`src/rtl/serial_frame_tx_if.sv`:
```
// serial_frame_tx_if
// Byte-accept handshake between a producer and serial_frame_tx.
//
// Handshake: a byte transfers on a rising clock edge where Tx_Valid and
// Tx_Ready are both high. The producer holds Tx_Data stable while Tx_Valid
// is high and not yet accepted; Tx_Ready does not depend on Tx_Valid.
//
// Signals:
//   Tx_Data  [DATA_WIDTH-1:0]  byte to transmit (producer -> transmitter)
//   Tx_Valid                   Tx_Data holds a byte (producer -> transmitter)
//   Tx_Ready                   transmitter is idle (transmitter -> producer)
interface serial_frame_tx_if #(
  parameter int DATA_WIDTH = 8
);
  logic [DATA_WIDTH-1:0] Tx_Data;
  logic                  Tx_Valid;
  logic                  Tx_Ready;

  modport master (
    output Tx_Data,
    output Tx_Valid,
    input  Tx_Ready
  );

  modport slave (
    input  Tx_Data,
    input  Tx_Valid,
    output Tx_Ready
  );
endinterface

```
`src/rtl/serial_frame_tx.sv`:
```
// serial_frame_tx
// Serialises one byte per handshake as an asynchronous frame: a start bit
// (0), DATA_WIDTH data bits LSB first, and a stop bit (1). Each bit lasts
// CLKS_PER_BIT clock cycles. The idle line level is high.
//
// Ports:
//   CLOCK_50     system clock, rising edge
//   Reset_n      asynchronous active-low reset; aborts any frame
//   bus          slave side of the byte handshake (Tx_Data/Tx_Valid/Tx_Ready)
//   Serial_Data  serial line, driven straight from a flop
//   Tx_Busy      high while a frame is on the line (START, DATA, STOP)
//   Tx_Done      one-cycle pulse in the cycle after the stop bit ends
//   state_dbg    current FSM state (0 IDLE, 1 START, 2 DATA, 3 STOP)
module serial_frame_tx #(
  parameter int CLKS_PER_BIT = 434,
  parameter int DATA_WIDTH   = 8
) (
  input  logic              CLOCK_50,
  input  logic              Reset_n,
  serial_frame_tx_if.slave  bus,
  output logic              Serial_Data,
  output logic              Tx_Busy,
  output logic              Tx_Done,
  output logic [1:0]        state_dbg
);

  localparam int CNT_W = (CLKS_PER_BIT > 1) ? $clog2(CLKS_PER_BIT) : 1;
  localparam int IDX_W = (DATA_WIDTH > 1) ? $clog2(DATA_WIDTH) : 1;
  localparam logic [CNT_W-1:0] LAST_CNT = CNT_W'(CLKS_PER_BIT - 1);
  localparam logic [IDX_W-1:0] LAST_IDX = IDX_W'(DATA_WIDTH - 1);

  typedef enum logic [1:0] {
    IDLE  = 2'd0,
    START = 2'd1,
    DATA  = 2'd2,
    STOP  = 2'd3
  } state_t;

  state_t                state;
  logic [CNT_W-1:0]      bit_cnt;
  logic [IDX_W-1:0]      bit_idx;
  logic [DATA_WIDTH-1:0] shift_q;

  logic bit_end;
  assign bit_end = (bit_cnt == LAST_CNT);

  assign bus.Tx_Ready = (state == IDLE);
  assign Tx_Busy      = (state != IDLE);
  assign state_dbg    = state;

  // The line value for the next bit period is registered on the boundary
  // itself, so Serial_Data only ever changes on bit boundaries.
  always_ff @(posedge CLOCK_50 or negedge Reset_n) begin
    if (!Reset_n) begin
      state       <= IDLE;
      bit_cnt     <= '0;
      bit_idx     <= '0;
      shift_q     <= '0;
      Serial_Data <= 1'b1;
      Tx_Done     <= 1'b0;
    end else begin
      Tx_Done <= 1'b0;
      case (state)
        IDLE: begin
          Serial_Data <= 1'b1;
          bit_cnt     <= '0;
          bit_idx     <= '0;
          if (bus.Tx_Valid) begin
            shift_q     <= bus.Tx_Data;
            Serial_Data <= 1'b0;
            state       <= START;
          end
        end

        START: begin
          if (bit_end) begin
            bit_cnt     <= '0;
            bit_idx     <= '0;
            Serial_Data <= shift_q[0];
            state       <= DATA;
          end else begin
            bit_cnt <= bit_cnt + 1'b1;
          end
        end

        DATA: begin
          if (bit_end) begin
            bit_cnt <= '0;
            if (bit_idx == LAST_IDX) begin
              Serial_Data <= 1'b1;
              state       <= STOP;
            end else begin
              // shift_q[0] is on the line now; shift_q[1] is the next bit.
              Serial_Data <= shift_q[1];
              shift_q     <= {1'b0, shift_q[DATA_WIDTH-1:1]};
              bit_idx     <= bit_idx + 1'b1;
            end
          end else begin
            bit_cnt <= bit_cnt + 1'b1;
          end
        end

        STOP: begin
          if (bit_end) begin
            bit_cnt     <= '0;
            Serial_Data <= 1'b1;
            Tx_Done     <= 1'b1;
            state       <= IDLE;
          end else begin
            bit_cnt <= bit_cnt + 1'b1;
          end
        end

        default: begin
          state       <= IDLE;
          Serial_Data <= 1'b1;
        end
      endcase
    end
  end

endmodule

```
`src/flat_wrapper.sv`:
```
// flat-port wrapper written by rule: the top's interface ports become plain ports
module serial_frame_tx_flat 
#(
  parameter int CLKS_PER_BIT = 434,
  parameter int DATA_WIDTH   = 8
)
  (CLOCK_50, Reset_n, Serial_Data, Tx_Busy, Tx_Done, state_dbg, bus_Tx_Data, bus_Tx_Valid, bus_Tx_Ready);
  serial_frame_tx_if #(.DATA_WIDTH(DATA_WIDTH)) bus_i ();
  input  logic CLOCK_50;
  input  logic Reset_n;
  output logic Serial_Data;
  output logic Tx_Busy;
  output logic Tx_Done;
  output logic [1:0] state_dbg;
  input wire logic [$bits(bus_i.Tx_Data)-1:0] bus_Tx_Data;
  input wire logic [$bits(bus_i.Tx_Valid)-1:0] bus_Tx_Valid;
  output wire logic [$bits(bus_i.Tx_Ready)-1:0] bus_Tx_Ready;
  assign bus_i.Tx_Data = bus_Tx_Data;
  assign bus_i.Tx_Valid = bus_Tx_Valid;
  assign bus_Tx_Ready = bus_i.Tx_Ready;
  serial_frame_tx #(.CLKS_PER_BIT(CLKS_PER_BIT), .DATA_WIDTH(DATA_WIDTH)) u_core (.CLOCK_50(CLOCK_50), .Reset_n(Reset_n), .bus(bus_i), .Serial_Data(Serial_Data), .Tx_Busy(Tx_Busy), .Tx_Done(Tx_Done), .state_dbg(state_dbg));
endmodule
```
`config.mk`:
```
export PLATFORM = sky130hd
export DESIGN_NAME = serial_frame_tx_flat
export DESIGN_NICKNAME = d
export VERILOG_FILES = /design/src/rtl/serial_frame_tx_if.sv /design/src/rtl/serial_frame_tx.sv /design/src/flat_wrapper.sv
export SDC_FILE = /design/constraint.sdc
export NUM_CORES = 1
export LEC_CHECK = 0
export CORE_UTILIZATION = 57
export CTS_BUF_LIST = sky130_fd_sc_hd__clkbuf_16
export DETAILED_ROUTE_END_ITERATION = 12
export PLACE_DENSITY = 0.82
export SETUP_SLACK_MARGIN = 0.3
export SLEW_MARGIN = 10
export SYNTH_ARGS = -nofsm -noshare
export SYNTH_HDL_FRONTEND = slang
export SYNTH_SLANG_ARGS = --single-unit
```
`constraint.sdc`:
```
create_clock -name CLOCK_50 -period 2.9 [get_ports CLOCK_50]
set_input_delay 0.58 -clock CLOCK_50 [delete_from_list [all_inputs] [get_ports CLOCK_50]]
set_output_delay 0.58 -clock CLOCK_50 [all_outputs]
set_load 0.03 [all_outputs]
```
* Word level (Yosys, flattened, before mapping)
Index checks and enable logic that the tools add are counted.
Word-level totals: input port bits 11, word-level logic and storage cells 52, register bits after elaboration 24
Cells by class: reductions and logical operators 9, add/subtract/negate cells 2, multiplexer cells 24, eq/ne operators 11
Operator list (count):
- $mux W8 | 3
- $pmux W9 S2 | 1
- $pmux W8 S2 | 1
- $mux W2 | 5
- $add A9 B1 Y9 const B | 1
- $eq A9 B9 Y1 const B | 1
- $mux W3 | 3
- $mux W9 | 1
- $pmux W3 S3 | 1
- $ne A2 B1 Y1 const B | 4
- $pmux W2 S4 | 1
- $reduce_and A4 Y1 | 2
- $mux W1 | 7
- $reduce_and A5 Y1 | 1
- $eq A2 B2 Y1 const B | 2
- $ne A2 B2 Y1 const B | 2
- $pmux W1 S4 | 1
- $reduce_bool A2 Y1 | 2
- $add A3 B1 Y3 const B | 1
- $eq A3 B3 Y1 const B | 1
- $reduce_and A3 Y1 | 1
- $reduce_bool A3 Y1 | 1
- $reduce_or A3 Y1 | 1
- $eq A2 B1 Y1 const B | 1
- $logic_not A2 Y1 | 1

* Longest topological paths before layout
Gate-level depths: netlist of run 1.
depth after elaboration 4, mapped depth 8, depth with buffers taken out 6

* Least setup slack after synthesis of run 1
OpenSTA, ideal clock, no wires.
path type flip-flop to flip-flop, start register u_core.state[0], in the netlist u_core.state_dbg[0], end register u_core.shift_q[0], period minus slack after synthesis 2.131 ns, slack 0.769 ns, arrival time 2.053 ns, cell stages (with the launch flop) 8, path through dfrtp_1 inv_1 ha_1 mux2_2 nand2b_1 clkbuf_1 o22ai_1 a21oi_1
On the way: word-level cells in the longest chain between the ends 3
RTL lines:
- from (decl) | line serial_frame_tx.sv:39 | state_t state;
- from (signal assigned) | line serial_frame_tx.sv:55 | state <= IDLE;
- from (signal assigned) | line serial_frame_tx.sv:71 | state <= START;
- from (signal assigned) | line serial_frame_tx.sv:80 | state <= DATA;
- $logic_not A2 Y1 *
- net bus_Tx_Ready | line flat_wrapper.sv:17 | output wire logic [$bits(bus_i.Tx_Ready)-1:0] bus_Tx_Ready;
- $ne A2 B2 Y1 (no source line) / $reduce_bool A2 Y1 (equally long branches)
- $reduce_and A4 Y1 (no source line)
- to (signal assigned) | line serial_frame_tx.sv:69 | shift_q <= bus.Tx_Data;
- to (signal assigned) | line serial_frame_tx.sv:95 | shift_q <= {1'b0, shift_q[DATA_WIDTH-1:1]};
- to (decl) | line serial_frame_tx.sv:42 | logic [DATA_WIDTH-1:0] shift_q;
Mark *: on every way through the listed nets, which the timed path passes. The rest lies on a longest branch. A chain may end at the register's enable or synchronous reset.

* Worst setup path after layout of run 1
start register u_core.state[1], in the netlist u_core.state_dbg[1], end output bus_Tx_Ready
On the way: word-level cells in the longest chain between the ends 1
RTL lines:
- $logic_not A2 Y1 | line serial_frame_tx.sv:47 | assign bus.Tx_Ready = (state == IDLE);
- to (decl) | line flat_wrapper.sv:17
No other way between the ends.

==> results of run 1 <==
==> final cells by class <==
class                   instances  share of cell area, %
well taps                      27                   2.17
clock buffers                   3                   4.83
clock inverters                 1                   1.93
inverters                       9                   2.17
repair buffers                 17                   10.8
flip-flops and latches         24                   38.7
multi-input cells              81                   39.4
==> metrics by stage <==
stage | hold WS (ps) | area [um^2] | cells | power, mW
floorplan | 284 | 1270 | 119 | 1.08
global placement | 490 | 1450 | 158 | 1.24
detailed placement | 491 | 1450 | 158 | 1.28
CTS | 512 | 1560 | 162 | 1.68
global route | 529 | 1560 | 162 | 1.78
finish | 511 | 1560 | 162 | 1.68
==> flip-flops by register name, indices dropped and copies added (netlist names) <==
register            flops
u_core.Serial_Data      1
u_core.Tx_Done          1
u_core.bit_cnt          9
u_core.bit_idx          3
u_core.shift_q          8
u_core.state_dbg        2
==> cell usage after synthesis <==
cell        n  area, um^2
mux2_2      2        22.5
nand3_1     3        15.0
a221oi_2    1        15.0
and4_1      1        8.76
a21boi_0    1        7.51
clkbuf_1    5        18.8
a221oi_1    1        8.76
a2bb2oi_1   1        8.76
a21o_1      1        7.51
nand4_1     2        12.5
nor4b_4     1        23.8
a21oi_1     7        35.0
o22ai_1    14        87.6
mux2_4      1        15.0
xnor2_1     5        43.8
nand2b_1    2        12.5
dfrtp_1    23         576
nor2_1     11        41.3
nor3_1      2        10.0
or2b_1      1        7.51
ha_1        9         113
nor3b_1     1        7.51
xor2_1      2        17.5
a22o_2      2        20.0
nand3_2     1        10.0
a211oi_1    1        7.51
inv_1       9        33.8
a221o_1     1        10.0
dfstp_2     1        26.3
o21ai_0     1        5.00
nand2_1     2        7.51
and3_2      3        22.5
o32a_1      1        10.0
==> per-layer routing <==
layer	vias to the layer above	GRT usage, %	share of wire (%)
met5	-	0	0
met4	0	8.82	2.3
met3	7	3.12	3.5
met2	31	39.3	47
met1	472	36.6	47
li1	458	-	-
==> path summary, 6_finish.rpt <==
check,from,endpoint,cells after the start
setup / recovery,u_core.state_dbg[1]$_DFFE_PN0P_,bus_Tx_Ready,3
hold / removal,u_core.bit_idx[2]$_DFFE_PN0P_,u_core.bit_idx[2]$_DFFE_PN0P_,1
setup reg to reg,u_core.state_dbg[0]$_DFFE_PN0P_,u_core.shift_q[4]$_DFFE_PN0P_,6
hold reg to reg,u_core.bit_idx[2]$_DFFE_PN0P_,u_core.bit_idx[2]$_DFFE_PN0P_,1
max in group asynchronous,Reset_n,u_core.Serial_Data$_DFFE_PN1P_,2
min in group asynchronous,Reset_n,u_core.bit_cnt[7]$_DFF_PN0_,2
==> power by group <==
group          leakage (nW)  switching (mW)  internal (mW)
Combinational         0.327           0.391          0.324
Sequential            0.303           0.111          0.453
Clock                0.0511           0.121          0.274
Total                 0.681           0.623           1.05
==> cells by family after synthesis <==
group / after synthesis / share of synthesized area, %
xor gates and xnor gates: 7 / 4.84
and+or+nand+nor: 30 / 14.1
adders and majority gates: 9 / 8.88
DFF: 24 / 47.5
AOI/OAI and AO/OA: 32 / 17.6
muxes: 3 / 2.96
buffers and inverters: 14 / 4.15
==> impl_results.md, run 1 <==
* Status: completed
* Final Hold Vio Count at 0
* Initial antenna violation count at 0
* Post-Syn Area at about 1300 um^2
* MaxCap Viol Count at 0
* HP Class: reg2reg
* Initial DRC count at 21
* First-pass GRT wire length at 4.63 mm
* GRT Overall Usage at between 20% and 30%
* DRC at 0
* Root Driver: clkbuf_16
* Total number of vias at 968
* Fillers at 127
* P_leak at between 0.6 and 0.7 nW
* Drt wl/cell at ~16 um
* Syn avg cell area at 10.7 um^2
* CTS Buf Count at 3
* Layout cells sized above 1 at 12.6%
* Final Util at 76.9%
* Period utilization at 85.1%
* H-tree depth at 1
* Final worst slack at ~430 ps
* CTS Buffer Depth at 2
* Storage cell area at 602 um^2
* CP Capture Type: output port
* Die width at 49.2 um
* CP Max Fanout at 7
* IO Count at 17
* Worst endpoint required time at around 2300 ps
* Critical Path Source Type: flip-flop
* Kind of critical path: reg2out
* Clk_lat worst skew at about 260 ps
* Setup TNS at 0 ps
* Clk sinks at 24
* Row Count at 16
* Top delay family on crit path: buffers and inverters
* HPWL after DPL at between 1.5 and 2 mm
* #FFs+latches synth at 24
* Clock-pin slew on the worst setup and hold paths at ~60 ps
* CP cell instances: inv_1 -> ha_1 -> clkdlybuf4s50_1
* Worst Skew at between 5 and 6 ps
* Number of diodes at 0
* Final worst path period need at 2470 ps
* Die area at around 2400 um^2
* WP data arrival at ~1900 ps
* CTS resizes at 0
* Slowest stage delay, CP at 730 ps
* Via density at roughly 6.0
* Routability cong. at 0.827
* Slew Limit Fails at 0
* Most common cell after layout, fill and taps aside: dfrtp_1
* Register area share after synthesis at 47.5%
* Net count, final at approximately 160
* Maximum vdd drop at 0.570 mV
* CP max-delay cell: clkdlybuf4s50_1
* Yosys warning count at 0
* Port Buf Inserts at 16
* Routed WL at 2.52 mm
* P&R area growth vs syn at 22.7%
* Synthesized instance count at 119
* Post-CTS Setup Bufs at 0
* Largest net degree at the start of global routing at 25
* Flop2flop setup slack at 650 ps
* Area of the multi-input gates at about 610 um^2
* Core footprint at just over 2000 um^2
* Die Ht at 49.2 um
* Commonest cells after routing, fill and taps aside: dfrtp_1 (23), clkdlybuf4s50_1 (16), o22ai_1 (14), nor2_1 (11)
* RSZ-0062 raised after global routing: no
* Slew margin rel. at 62.3%
* Setup WS pre-CTS at between 700 and 800 ps
* Initial core utilization at ~63%
* Worst Path Buf+Inv at 2
* Final setup fails at 0
* Worst-margin pin slew at around 570 ps
* Vias in the first global route at between 900 and 1k
* Unique masters post-synth at 33
* Post-synth net total at about 140
* Pwr/cell area at ~1100 nW/um^2
* Antenna-violating nets left at 0
* Global route overflow at 0
* Hold Buf Count CTS at 0
* Iteration count of the initial detailed-routing pass at 4
* Max Freq at approximately 410 MHz
* CTS tree: done
No activity file was read; power rests on OpenSTA's default activity.
==> inputs of run 2 (changes only) <==
--- a/config.mk
+++ b/config.mk
@@ -5,6 +5,8 @@
 export SDC_FILE = /design/constraint.sdc
 export NUM_CORES = 1
 export LEC_CHECK = 0
+export ABC_CLOCK_PERIOD_IN_PS = 2900
+export CAP_MARGIN = 20
 export CORE_UTILIZATION = 57
 export CTS_BUF_LIST = sky130_fd_sc_hd__clkbuf_16
 export DETAILED_ROUTE_END_ITERATION = 12
==> results of run 2 <==
The final DEF is identical to that of run 1; final timing and power are the same.
==> inputs of run 3 (changes only) <==
--- a/config.mk
+++ b/config.mk
@@ -12,6 +12,7 @@
 export DETAILED_ROUTE_END_ITERATION = 12
 export PLACE_DENSITY = 0.82
 export SETUP_SLACK_MARGIN = 0.3
+export SKIP_LAST_GASP = 1
 export SLEW_MARGIN = 10
 export SYNTH_ARGS = -nofsm -noshare
 export SYNTH_HDL_FRONTEND = slang
==> results of run 3 <==
The final DEF is identical to that of run 1; final timing and power are the same.
